--- src/rtl/lab7_pio_pkg.sv ---
// Shared definitions for the lab7 PIO family: register addresses and pulse states.
package lab7_pio_pkg;

   localparam int unsigned ADDR_W   = 3;
   localparam int unsigned BUS_W    = 32;

   localparam logic [ADDR_W-1:0] ADDR_DATA     = 3'd0;
   localparam logic [ADDR_W-1:0] ADDR_PULSE    = 3'd1;
   localparam logic [ADDR_W-1:0] ADDR_PLEN     = 3'd2;
   localparam logic [ADDR_W-1:0] ADDR_COUNT    = 3'd3;
   localparam logic [ADDR_W-1:0] ADDR_OUTSET   = 3'd4;
   localparam logic [ADDR_W-1:0] ADDR_OUTCLEAR = 3'd5;

   typedef enum logic [0:0] {
      P_IDLE   = 1'b0,
      P_ACTIVE = 1'b1
   } pulse_state_t;

endpackage

--- src/rtl/lab7_pio_pulse_timer.sv ---
// Self-timed pulse down-counter: start/restart loads the length, abort or count==1 ends it.
module lab7_pio_pulse_timer
   import lab7_pio_pkg::*;
#(
   parameter int unsigned PLEN_W = 16
) (
   input  logic              clk,
   input  logic              reset_n,
   input  logic              i_start,
   input  logic              i_abort,
   input  logic [PLEN_W-1:0] i_len,
   output logic [PLEN_W-1:0] o_count,
   output logic              o_active
);

   pulse_state_t      r_state;
   pulse_state_t      w_state_nxt;
   logic [PLEN_W-1:0] r_count;
   logic [PLEN_W-1:0] w_count_nxt;
   logic [PLEN_W-1:0] w_load;

   // A zero length still produces a one-cycle pulse
   assign w_load = (i_len == '0) ? PLEN_W'(1) : i_len;

   always_ff @(posedge clk or negedge reset_n) begin
      if (!reset_n) begin
         r_state <= P_IDLE;
         r_count <= '0;
      end else begin
         r_state <= w_state_nxt;
         r_count <= w_count_nxt;
      end
   end

   // Restart has priority over both abort and same-edge expiry
   always_comb begin
      w_state_nxt = r_state;
      w_count_nxt = r_count;
      case (r_state)
         P_IDLE: begin
            if (i_start) begin
               w_state_nxt = P_ACTIVE;
               w_count_nxt = w_load;
            end
         end
         P_ACTIVE: begin
            if (i_start) begin
               w_count_nxt = w_load;
            end else if (i_abort || (r_count == PLEN_W'(1))) begin
               w_state_nxt = P_IDLE;
               w_count_nxt = '0;
            end else begin
               w_count_nxt = r_count - PLEN_W'(1);
            end
         end
         default: begin
            w_state_nxt = P_IDLE;
            w_count_nxt = '0;
         end
      endcase
   end

   assign o_count  = r_count;
   assign o_active = (r_state == P_ACTIVE);

endmodule

--- src/rtl/lab7_soc_leds_pio.sv ---
// Avalon-MM output PIO for the board LEDs: data register, atomic set/clear and a timed blink mask.
module lab7_soc_leds_pio
   import lab7_pio_pkg::*;
#(
   parameter int unsigned        WIDTH       = 8,
   parameter logic [WIDTH-1:0]   RESET_VALUE = '0,
   parameter int unsigned        PLEN_W      = 16,
   parameter int unsigned        PLEN_RESET  = 1000
) (
   input  logic              clk,
   input  logic              reset_n,
   input  logic [ADDR_W-1:0] address,
   input  logic              chipselect,
   input  logic              write_n,
   input  logic [BUS_W-1:0]  writedata,
   output logic [BUS_W-1:0]  readdata,
   output logic [WIDTH-1:0]  out_port
);

   logic [WIDTH-1:0]  r_data;
   logic [WIDTH-1:0]  r_mask;
   logic [PLEN_W-1:0] r_len;
   logic [WIDTH-1:0]  w_data_nxt;
   logic [WIDTH-1:0]  w_wd;
   logic [WIDTH-1:0]  w_mask;
   logic [PLEN_W-1:0] w_count;
   logic [BUS_W-1:0]  w_rd;
   logic              w_active;
   logic              w_wr;
   logic              w_wr_pulse;
   logic              w_unused_wd;

   assign w_wd        = writedata[WIDTH-1:0];
   assign w_unused_wd = ^writedata;
   assign w_wr        = chipselect && !write_n;
   assign w_wr_pulse  = w_wr && (address == ADDR_PULSE);

   lab7_pio_pulse_timer #(
      .PLEN_W (PLEN_W)
   ) u_timer (
      .clk      (clk),
      .reset_n  (reset_n),
      .i_start  (w_wr_pulse && (w_wd != '0)),
      .i_abort  (w_wr_pulse && (w_wd == '0)),
      .i_len    (r_len),
      .o_count  (w_count),
      .o_active (w_active)
   );

   // Mask only counts while the timer runs, so expiry needs no extra clear path
   assign w_mask   = w_active ? r_mask : '0;
   assign out_port = r_data ^ w_mask;

   always_comb begin
      w_data_nxt = r_data;
      if (w_wr) begin
         case (address)
            ADDR_DATA:     w_data_nxt = w_wd;
            ADDR_OUTSET:   w_data_nxt = r_data | w_wd;
            ADDR_OUTCLEAR: w_data_nxt = r_data & ~w_wd;
            default:       w_data_nxt = r_data;
         endcase
      end
   end

   always_comb begin
      w_rd = '0;
      case (address)
         ADDR_DATA:  w_rd = BUS_W'(r_data);
         ADDR_PULSE: w_rd = BUS_W'(w_mask);
         ADDR_PLEN:  w_rd = BUS_W'(r_len);
         ADDR_COUNT: w_rd = BUS_W'(w_count);
         default:    w_rd = '0;
      endcase
   end

   always_ff @(posedge clk or negedge reset_n) begin
      if (!reset_n) begin
         r_data   <= RESET_VALUE;
         r_mask   <= '0;
         r_len    <= PLEN_W'(PLEN_RESET);
         readdata <= '0;
      end else begin
         r_data   <= w_data_nxt;
         readdata <= w_rd;
         if (w_wr_pulse) begin
            r_mask <= w_wd;
         end
         if (w_wr && (address == ADDR_PLEN)) begin
            r_len <= writedata[PLEN_W-1:0];
         end
      end
   end

endmodule

--- config.mk ---
export PLATFORM = sky130hd
export DESIGN_NAME = lab7_soc_leds_pio
export DESIGN_NICKNAME = d
export VERILOG_FILES = /design/src/rtl/lab7_pio_pkg.sv /design/src/rtl/lab7_pio_pulse_timer.sv /design/src/rtl/lab7_soc_leds_pio.sv
export SDC_FILE = /design/constraint.sdc
export NUM_CORES = 1
export LEC_CHECK = 0
export ABC_AREA = 1
export CORE_ASPECT_RATIO = 1.5
export CORE_MARGIN = 2
export CORE_UTILIZATION = 57
export CTS_BUF_LIST = sky130_fd_sc_hd__clkbuf_8 sky130_fd_sc_hd__clkbuf_16
export DETAILED_ROUTE_END_ITERATION = 8
export DONT_BUFFER_PORTS = 1
export GPL_ROUTABILITY_DRIVEN = 1
export GPL_TIMING_DRIVEN = 0
export PLACE_DENSITY_LB_ADDON = 0.15
export SLEW_MARGIN = 20
export SYNTH_ARGS = -nofsm -noshare
export SYNTH_HDL_FRONTEND = slang
export SYNTH_SLANG_ARGS = --single-unit
--- constraint.sdc ---
create_clock -name clk -period 1.5 [get_ports clk]
set_input_delay 0.225 -clock clk [delete_from_list [all_inputs] [get_ports clk]]
set_output_delay 0.225 -clock clk [all_outputs]
set_load 0.005 [all_outputs]
==> impl_metrics.yaml <==
timing:
  finalCriticalPeriod_ns: 1.48
  fin_crit_sh_pct: 98.7
  finalSetupViolations: 0
  worst_pin_slew_ns: 0.547
  timing.final.hold_violations: 65
  rsz0062_at_grt: "true"
  finClkSkew_ns: 0.00998
  hold_ws_ns: -0.433
  fmax_mhz: 675
  drv_slew: 0
  slew_headroom_pct: 63.5
routing:
  wl_met2_mm: 4.71
  drt-pass1-iter-count: 5
  wl_met1_mm: 3.26
  detail_route.wl_per_cell_um: 15.8
  vias: 3054
  wirelength_mm: 8.72
  post_drt_via_cell_ratio: 5.54
  met3WireLength_um: 450
  ant_nets: 0
  drt_iter0_drc: 230
  top_layer: "met4"
  route.detailed.drc: 0
status:
  status: "complete, but fails checks"
  failed_checks: "negative hold slack"
clock_network:
  insertion_delay_ns: 0.36
  cts_tree: "built"
  cts_htree_levels: 3
  clk_path_buf_depth: 2
  cts.sinks: 65
  cts_root_buf: "clkbuf_8"
  clkSlewWorstSetupHoldPaths_ns: 0.08
  cts_buffers: 9
global_route:
  antenna_found_initial: 0
  grt_max_degree: 66
  grt_pass1_wl_mm: 13.8
  grt_remaining_overflow: 0
  gr-usage-all-layers_pct: 27.6
  grt_pass1_vias: 2950
synthesis:
  synth_top_cell_by_area: "dfrtp_1"
  synth_flop_cell: "dfrtp_1"
  synthArstFlopShare_pct: 100
  ys_ff_latch: 65
  ys_warn_count: 0
  synth_cell_types: 34
  synthMuxAreaShare_pct: 1.29
  synth_xor_area_share_pct: 3.26
  syn_avg_cell_area_um2: 7.98
  synth_top_family_by_area: "simple AND/OR/NAND/NOR gates"
  synth-simple-area-share_pct: 26.2
  yosys-top-cells-area: "dfrtp_1 42%, nand2_1 12%, nand3_1 7.0%, inv_1 5.4%, dfstp_2 4.5%"
  syn-cell-area_mm2: 0.00350
  syn_inst: 438
  synth-adder-area-share_pct: 0.716
  synth-edff-count: 0
  yosysSeqAreaShare_pct: 46.7
  synth-compound-area-share_pct: 10.1
  synth_top_area_share_pct: 42.2
worst_setup_path:
  critPathMaxFanout: 5
  max_stage_delay_ns: 0.42
  critical_path_class: "reg2reg"
  path_cells: "inv_2 -> ha_2 -> nand2_4 -> nor2_4 -> xor2_1 -> nand2_1 -> nand3_2"
  cp.arrival_ns: 1.77
  crit_path_start_kind: "flop"
  critPathSlowestCell: "dfrtp_1"
  worstSetupEndpointType: "flop"
  worstPathRequired_ns: 1.79
pwr:
  power_density_mw_per_mm2: 1700
  peakVddDrop_v: 0.000907
  p_leak_nw: 2.03
cells_and_area:
  syn_to_final_growth_pct: 15.1
  layout-drive-gt1-share_pct: 19.6
  nNetsFinal: 515
  n_antenna_cell: 0
  mostFrequentLayoutCell: "nand2_1"
  fin_util_pct: 68.5
  layout_common_cells: "106 x nand2_1, 56 x dfrtp_1, 49 x inv_1, 48 x nand3_1, 29 x nor2_1"
min_path:
  hp-class: "in2async"
die:
  ioPinCount: 79
  die_x_um: 67.9
  fp.dieH_um: 99.9
  initial_core_util_pct: 59.5
  rows: 34
  die_area_mm2: 0.00679
  core_area_mm2: 0.00587
job:
  maxCapViolCount: 0
place:
  dp_hpwl_mm: 6.28
  io_buffers: 0
  gp_congestion: 0.919
-- metal layers --
| layer | global-route usage [%] | vias up |
|---|---|---|
| met2 | 47.4 | 138 |
| met4 | 11.2 | 0 |
| met5 | 0 | - |
| met3 | 6.28 | 31 |
| li1 | - | 1449 |
| met1 | 32.5 | 1436 |
-- cell usage after synthesis (all sizes together), types with 4 or more instances --
cell type	count
nand2	112
dfrtp	59
inv	54
nand3	51
nor2	43
o21ai	25
buf	24
a21oi	16
o22ai	11
xor2	11
dfstp	6
mux2	4
-- sequential cells by signal (all words and copies together) (netlist names) --
name and cells:
r_data 8, r_len 16, r_mask 8, readdata 16, u_timer.o_active 1, u_timer.o_count 16
-- report_power, final --
group | leakage (nW) | internal, W | switching (W) | total [W]
registers | 0.809 | 0.00222 | 0.000431 | 0.00265
clock network | 0.117 | 0.000972 | 0.000698 | 0.00167
logic | 1.11 | 0.000964 | 0.00155 | 0.00252
total | 2.03 | 0.00416 | 0.00268 | 0.00684
-- cell type report --
type,instances,area (um2)
tap,72,90.1
fill,491,1850
multi-input combinational,306,1590
sequential,65,1640
buffer,27,195
clock buffer,10,138
inverter,55,213
clock inverter,6,82.6
timing repair buffer,10,78.8
-- per-stage QoR --
stage | setup TNS (ns) | power, W | instance area (um2) | std cells | setup slack [ns]
3_3_place_gp | -1.05 | 0.00461 | 3640 | 525 | -0.145
4_1_cts | 0 | 0.00646 | 3910 | 544 | 0.00176
6_report | 0 | 0.00684 | 4020 | 551 | 0.0194
5_1_grt | -0.269 | 0.00723 | 4020 | 551 | -0.0617
2_1_floorplan | 0 | 0.00415 | 3550 | 453 | 0.0960
3_5_place_dp | -1.23 | 0.00470 | 3640 | 525 | -0.173
-- cells by family after synthesis --
kind of cell,count (synthesis)
other,1
AOI/OAI and AO/OA,62
muxes,4
buffers and inverters,82
DFF,65
and+or+nand+nor,209
adders and majority gates,2
xor gates and xnor gates,13
-- worst paths after layout --
check / end / slack, ns / startpoint / depth (start not counted)
worst min register to register: r_mask[7]$_DFFE_PN0P_ / 0.49 / r_mask[7]$_DFFE_PN0P_ / 2
max in group asynchronous: r_len[6]$_DFFE_PN1P_ / 1.70 / reset_n / 0
worst max register to register: u_timer.o_count[6]$_DFFE_PN0P_ / 0.02 / u_timer.o_count[0]$_DFFE_PN0P_ / 7
min in group clk: r_len[12]$_DFFE_PN0P_ / 0.01 / writedata[12] / 1
worst max-delay path: u_timer.o_count[6]$_DFFE_PN0P_ / 0.02 / u_timer.o_count[0]$_DFFE_PN0P_ / 7
worst min-delay path: readdata[8]$_DFF_PN0_ / -0.43 / reset_n / 0
-- worst max-delay path: cells and delay by family, from the launching register on --
family	cells	cell delay (ns)
xor+xnor	1	0.21
flops	1	0.42
fa+ha+maj	1	0.24
simple gates	4	0.45
buf+inv	1	0.10
-- what timing repair did --
| item | in CTS | in global routing |
|---|---|---|
| endpoints found under the hold margin | 65 | 65 |
| gates cloned | 0 | 1 |
| resized for setup | 10 | 23 |
| pin swaps | 1 | 4 |
| endpoints found under the setup margin | 13 | 15 |
| buffers inserted | 3 | 6 |
Note: power is estimated with default switching activity, not from simulation.
